## config.mk

```make
export PLATFORM = sky130hd
export DESIGN_NAME = masked_xor_reduce_acc
export DESIGN_NICKNAME = d
export VERILOG_FILES = /design/src/rtl/masked_pkg.sv /design/src/rtl/share_lane_reduce.sv /design/src/rtl/masked_xor_reduce_acc.sv
export SDC_FILE = /design/constraint.sdc
export NUM_CORES = 1
export LEC_CHECK = 0
export CORE_MARGIN = 1.5
export CORE_UTILIZATION = 37
export CTS_BUF_LIST = sky130_fd_sc_hd__clkbuf_8
export DETAILED_ROUTE_END_ITERATION = 6
export GPL_ROUTABILITY_DRIVEN = 0
export PLACE_DENSITY = 0.7
export SYNTH_ARGS = -nofsm -noshare
export SYNTH_HDL_FRONTEND = slang
export SYNTH_SLANG_ARGS = --single-unit
```

## constraint.sdc

```tcl
create_clock -name clk -period 3.4 [get_ports clk]
set_input_delay 0.85 -clock clk [delete_from_list [all_inputs] [get_ports clk]]
set_output_delay 0.85 -clock clk [all_outputs]
set_load 0.02 [all_outputs]
```

## src/rtl/masked_pkg.sv

```systemverilog
// Shared types and helpers for the masked XOR reduction accumulator.
// State encoding, share/lane bit indexing and beat-counter sizing.
package masked_pkg;

    typedef enum logic [1:0] {
        IDLE  = 2'd0,
        ACCUM = 2'd1,
        HOLD  = 2'd2
    } fsm_state_t;

    function automatic int lane_idx(input int s, input int l, input int lanes);
        return s * lanes + l;
    endfunction

    function automatic int beats_w(input int max_beats);
        return $clog2(max_beats + 1);
    endfunction

endpackage

```

## src/rtl/share_lane_reduce.sv

```systemverilog
// Parity of one share-lane word.
// Kept as its own module so every share has a visible hierarchy node.
module share_lane_reduce #(
    parameter int WIDTH = 5
) (
    input  logic [WIDTH-1:0] x,
    output logic             r
);

    assign r = ^x;

endmodule

```

## src/rtl/masked_xor_reduce_acc.sv

```systemverilog
// Share-separated multi-lane XOR reduction with burst accumulation.
// Optional registered reduction stage ahead of the control FSM.
module masked_xor_reduce_acc
    import masked_pkg::*;
#(
    parameter int WIDTH     = 5,
    parameter int SHARES    = 3,
    parameter int LANES     = 4,
    parameter int REG_IN    = 0,
    parameter int MAX_BEATS = 16
) (
    input  logic                            clk,
    input  logic                            rst_n,
    input  logic                            clr,
    input  logic                            in_valid,
    output logic                            in_ready,
    input  logic                            in_last,
    input  logic                            acc_en,
    input  logic [SHARES*LANES*WIDTH-1:0]   x,
    output logic [SHARES*LANES-1:0]         q,
    output logic                            out_valid,
    input  logic                            out_ready,
    output logic [beats_w(MAX_BEATS)-1:0]   beats,
    output logic                            ovf_err
);

    localparam int NB = SHARES * LANES;
    localparam int BW = beats_w(MAX_BEATS);

    logic [NB-1:0] r;
    logic [NB-1:0] f_r;
    logic          f_valid;
    logic          f_last;
    logic          f_acc_en;
    logic          fsm_accept;

    fsm_state_t    state_q, state_d;
    logic [BW-1:0] beats_q, beats_d;
    logic          q_ld, acc_ld, ovf_set;

    for (genvar s = 0; s < SHARES; s++) begin : g_red_s
        for (genvar l = 0; l < LANES; l++) begin : g_red_l
            share_lane_reduce #(.WIDTH(WIDTH)) u_red (
                .x (x[lane_idx(s, l, LANES)*WIDTH +: WIDTH]),
                .r (r[lane_idx(s, l, LANES)])
            );
        end
    end

    if (REG_IN != 0) begin : g_s1
        logic          s1_valid;
        logic          s1_last;
        logic          s1_acc_en;
        logic [NB-1:0] s1_r;

        assign in_ready = !s1_valid || fsm_accept;

        always_ff @(posedge clk or negedge rst_n) begin
            if (!rst_n) begin
                s1_valid  <= 1'b0;
                s1_last   <= 1'b0;
                s1_acc_en <= 1'b0;
            end else if (clr) begin
                s1_valid  <= 1'b0;
            end else if (in_ready) begin
                s1_valid <= in_valid;
                if (in_valid) begin
                    s1_last   <= in_last;
                    s1_acc_en <= acc_en;
                end
            end
        end

        // Stage-1 data registers are split per share.
        for (genvar s = 0; s < SHARES; s++) begin : g_sh
            (* keep *) logic [LANES-1:0] r_q;

            always_ff @(posedge clk or negedge rst_n) begin
                if (!rst_n) begin
                    r_q <= '0;
                end else if (!clr && in_ready && in_valid) begin
                    r_q <= r[s*LANES +: LANES];
                end
            end

            assign s1_r[s*LANES +: LANES] = r_q;
        end

        assign f_valid  = s1_valid;
        assign f_last   = s1_last;
        assign f_acc_en = s1_acc_en;
        assign f_r      = s1_r;
    end else begin : g_live
        assign in_ready = fsm_accept;
        assign f_valid  = in_valid;
        assign f_last   = in_last;
        assign f_acc_en = acc_en;
        assign f_r      = r;
    end

    always_comb begin
        state_d    = state_q;
        beats_d    = beats_q;
        fsm_accept = 1'b0;
        q_ld       = 1'b0;
        acc_ld     = 1'b0;
        ovf_set    = 1'b0;
        unique case (state_q)
            IDLE:    fsm_accept = 1'b1;
            ACCUM:   fsm_accept = 1'b1;
            HOLD:    fsm_accept = out_ready;
            default: state_d    = IDLE;
        endcase
        if (f_valid && fsm_accept) begin
            if (state_q == ACCUM) begin
                beats_d = beats_q + BW'(1);
                if (f_last || beats_q == BW'(MAX_BEATS - 1)) begin
                    q_ld    = 1'b1;
                    ovf_set = !f_last;
                    state_d = HOLD;
                end else begin
                    acc_ld = 1'b1;
                end
            end else begin
                beats_d = BW'(1);
                if (!f_acc_en || f_last) begin
                    q_ld    = 1'b1;
                    state_d = HOLD;
                end else begin
                    acc_ld  = 1'b1;
                    state_d = ACCUM;
                end
            end
        end else if (state_q == HOLD && out_ready) begin
            state_d = IDLE;
        end
    end

    always_ff @(posedge clk or negedge rst_n) begin
        if (!rst_n) begin
            state_q <= IDLE;
            beats_q <= '0;
            ovf_err <= 1'b0;
        end else if (clr) begin
            state_q <= IDLE;
            beats_q <= '0;
            ovf_err <= 1'b0;
        end else begin
            state_q <= state_d;
            beats_q <= beats_d;
            if (ovf_set) begin
                ovf_err <= 1'b1;
            end
        end
    end

    // acc is zero outside ACCUM, so acc^r also covers the direct load.
    for (genvar s = 0; s < SHARES; s++) begin : g_acc
        (* keep *) logic [LANES-1:0] acc_q;
        (* keep *) logic [LANES-1:0] q_q;
        logic [LANES-1:0] fold;

        assign fold = acc_q ^ f_r[s*LANES +: LANES];

        always_ff @(posedge clk or negedge rst_n) begin
            if (!rst_n) begin
                acc_q <= '0;
                q_q   <= '0;
            end else if (clr) begin
                acc_q <= '0;
                q_q   <= '0;
            end else if (q_ld) begin
                q_q   <= fold;
                acc_q <= '0;
            end else if (acc_ld) begin
                acc_q <= fold;
            end
        end

        assign q[s*LANES +: LANES] = q_q;
    end

    assign out_valid = (state_q == HOLD);
    assign beats     = beats_q;

endmodule

```

==> results.md <==
- The run finished with clean final reports.
- The post-cts resize count is 0.
- The final-report hold violation count is 0.
- For this design the ratio of total power to cell area is 342 mW/mm².
- The floorplan step set the die height to 81.1 µm.
- Global routing used 16.5% of the available tracks across all layers.
- Summed over all nets, the half-perimeter wirelength after detailed placement is 3540 µm.
- TritonCTS built the clock tree.
- The H-tree was split into 2 levels.
- The max-slew violation count is 0.
- The leakage power is 1.28 nW.
- In the final layout, the share of cells above drive strength 1 is 7.96%.
- The normalized max-slew margin is 54.9%.
- For the pin with the worst max-slew slack, the measured transition is 0.676 ns.
- The critical path's most frequent cell is sky130_fd_sc_hd__clkdlybuf4s50_1.
- The clock-pin transition on the worst setup and hold timing paths is 0.06 ns.
- The worst hold path depth is 2.
- VDD sags by at most 208 µV.
- The aggregate global routing overflow is 0.
- Clock skew on the completed layout was measured at 0.00592 ns.
- The gate count of the mapped netlist is 216.
- The via count of the first global-routing pass is 1755.
- The die area is 0.00657 mm².
- In this run the worst hold path is classified as reg2reg.
- Setup violations remaining at the end of the flow were counted as 0.
- Input and output buffers added on the ports amount to 86.
- The total placed cells including tap cells is 357.
- The root buffer selected by CTS is sky130_fd_sc_hd__clkbuf_8.
- The top fanout value on the critical path is 2.
- The register bit count reported by yosys is 32.
- The critical path start-end classification is in2out.
- From left edge to right edge, the die measures 81.1 µm.
- The total power consumption of the routed design is 1.08 mW.
- In this run, post-CTS hold repair placed 0 buffers.
- The repair_antennas step left the layout with diodes totalling 0.
- Traced cell by cell, the critical path runs through clkdlybuf4s50_1 > inv_1 > o21ai_0 > clkdlybuf4s50_1.
- In this run, CTS created clock tree buffers numbering 5.
- A synthesized cell averages 10.4 µm².
- The mean number of vias per cell is 4.92.
- The number of cells on the worst reg-to-reg path is 6.
- The kind of start point of the critical path is a primary input.
- The cell row count is 28.
- The initial core utilization is 38.3%.
- The net count of the finished layout is 358.
- The highest clock frequency the design can meet is 337 MHz.
- The final hold slack is 0.505 ns.
- The sum of negative setup slack is 0 ns.
- In the routed design, unresolved DRC markers number 0.
- The total wire length after detailed routing is 5030 µm.
- Dividing the detail-routed wire length by the instance count gives 13.8 µm.
- The largest individual stage delay along the critical path comes from the cell sky130_fd_sc_hd__clkdlybuf4s50_1.
- The clock drives 32 sinks.
- The final period utilization is 87.4%.
- Counting every net in the synthesized netlist gives 285.
- For the finished layout, the period the worst path requires is 2.97 ns.
- The initial antenna violation count was 0.
- The area growth from synthesis to layout is 40.5%.
- For this run, the number of Yosys warnings is 0.
- Counting along the longest clock path gives a buffer depth of 2.
- STA classifies the critical path endpoint as an output port.
- For the worst setup path, the data required time is 2.55 ns.
- The largest single stage delay on the critical path is 0.62 ns.
- The sequential fraction of the synthesis area is 35.5%.
- The area of the core region is 0.00589 mm².
- At the worst endpoint, the arrival time is 2.12 ns.
- Summing over every cut layer, the via total after detailed routing is 1791.
- The pin count of the biggest net entering global routing is 34.
- Excluding fillers, the count of instances in the completed layout stands at 364.
- In this run the post-CTS setup repair buffer count came out at 0.
- Setup repair after global routing left no endpoint under its margin.
- Max-cap violations in this run came to 0.
- The post-synthesis cell area is 0.00225 mm².
- In this run the count of I/O pins placed on the die edge is 87.
- The violation count after the first detailed-routing iteration is 69.
- The clock latency reported for the late side of the worst-skew pair is 0.28 ns.
- Synthesis instantiated 32 different standard cells from the library.
- Before antenna repair, the detailed router went through 4 iterations.
- The first global-routing pass estimated 8260 µm of wire.
- The number of nets with antenna violations after routing is 0.
-- through the flow --
stage	utilization (%)	instance area, µm²	setup slack, ns
3_3_place_gp	52.5	3090	0.431
2_1_floorplan	-	2250	1.19
3_5_place_dp	52.5	3090	0.425
4_1_cts	53.8	3170	0.420
5_1_grt	53.8	3170	0.346
6_report	53.8	3170	0.429
-- routing by layer --
layer / up-vias / wire (µm) / global-route usage (%)
li1: 887 / - / -
met1: 849 / 2140 / 20.0
met2: 49 / 2470 / 28.8
met3: 6 / 350 / 4.16
met4: 0 / 60 / 4.66
met5: - / 0 / 0
-- worst max-delay path: cells and delay by family --
kind                   cells  cell delay [ns]
buffers and inverters      3             1.14
AO/OA/AOI/OAI              1             0.13
-- flip-flops by register name (all words and copies together) (netlist names) --
name and flops:
beats 5, g_acc.acc_q 12, g_acc.q_q 12, ovf_err 1, state_q 2
-- cell type report --
class | instances | area (µm²)
Multi-Input combinational cell | 140 | 1230
Fill cell | 524 | 2720
Sequential cell | 32 | 801
Clock inverter | 2 | 8.76
Tap cell | 75 | 93.8
Clock buffer | 5 | 68.8
Inverter | 19 | 71.3
Timing Repair Buffer | 91 | 898
-- cell usage in the layout (no fill, tap or decap), types with 4 or more instances in the layout --
cell type and n:
sky130_fd_sc_hd__clkdlybuf4s50_1 86, sky130_fd_sc_hd__xnor2_1 36, sky130_fd_sc_hd__dfrtp_1 32, sky130_fd_sc_hd__inv_1 19, sky130_fd_sc_hd__a21oi_1 15, sky130_fd_sc_hd__a211oi_1 15, sky130_fd_sc_hd__nand2_1 14, sky130_fd_sc_hd__xnor3_1 12
sky130_fd_sc_hd__nand4_1 12, sky130_fd_sc_hd__a211oi_2 9, sky130_fd_sc_hd__clkbuf_8 5, sky130_fd_sc_hd__buf_4 5, sky130_fd_sc_hd__nor2_1 4
-- worst paths after layout --
| kind | startpoint | to | slack, ns |
|---|---|---|---|
| worst max register to register | beats[0] | g_acc[0].q_q[2] | 1.31 |
| worst max-delay path | out_ready | in_ready | 0.43 |
| worst min-delay path | ovf_err | ovf_err | 0.51 |
| worst min register to register | ovf_err | ovf_err | 0.51 |
| min in group asynchronous | rst_n | g_acc[2].acc_q[3] | 0.96 |
| max in group asynchronous | rst_n | state_q[1] | 2.14 |
-- cells by family after synthesis --
family | share of synthesized area [%]
mux | 0.999
compound gates | 17.0
fa+ha+maj | 1.11
simple gates | 9.32
xor+xnor | 26.0
buf+inv | 10.1
flops | 35.5
-- cells in the mapped netlist --
cell	n	share of area, %
sky130_fd_sc_hd__nand4b_1	1	0.39
sky130_fd_sc_hd__a311oi_1	1	0.39
sky130_fd_sc_hd__xnor2_1	36	14
sky130_fd_sc_hd__inv_1	18	3.0
sky130_fd_sc_hd__xnor3_1	12	12
sky130_fd_sc_hd__and3_1	2	0.55
sky130_fd_sc_hd__buf_2	5	1.1
sky130_fd_sc_hd__nor3b_1	1	0.33
sky130_fd_sc_hd__nand4_1	12	3.3
sky130_fd_sc_hd__dfrtp_1	32	36
sky130_fd_sc_hd__o21ai_2	1	0.39
sky130_fd_sc_hd__o32ai_1	2	0.78
sky130_fd_sc_hd__nor2b_1	2	0.55
sky130_fd_sc_hd__nand2b_4	1	0.61
sky130_fd_sc_hd__a41oi_1	1	0.39
sky130_fd_sc_hd__nor2_1	4	0.67
sky130_fd_sc_hd__a21oi_1	15	3.3
sky130_fd_sc_hd__ha_1	2	1.1
sky130_fd_sc_hd__a21o_1	2	0.67
sky130_fd_sc_hd__a211oi_2	9	5.0
sky130_fd_sc_hd__nand3b_1	1	0.33
sky130_fd_sc_hd__o21ai_0	2	0.44
sky130_fd_sc_hd__buf_4	13	4.3
sky130_fd_sc_hd__clkinv_1	1	0.17
sky130_fd_sc_hd__a211oi_1	15	5.0
sky130_fd_sc_hd__o21a_1	1	0.33
sky130_fd_sc_hd__nand2_1	14	2.3
sky130_fd_sc_hd__clkbuf_1	6	1.0
sky130_fd_sc_hd__nand3_1	1	0.22
sky130_fd_sc_hd__mux2i_4	1	1.0
sky130_fd_sc_hd__buf_6	1	0.50
sky130_fd_sc_hd__o22ai_1	1	0.28
-- report_power, final --
group          leakage (nW)  switching (mW)  internal (mW)
clock                0.0452           0.135          0.136
combinational         0.806           0.162          0.227
sequential            0.433          0.0164          0.405
Power figures use the tool's default switching activity.
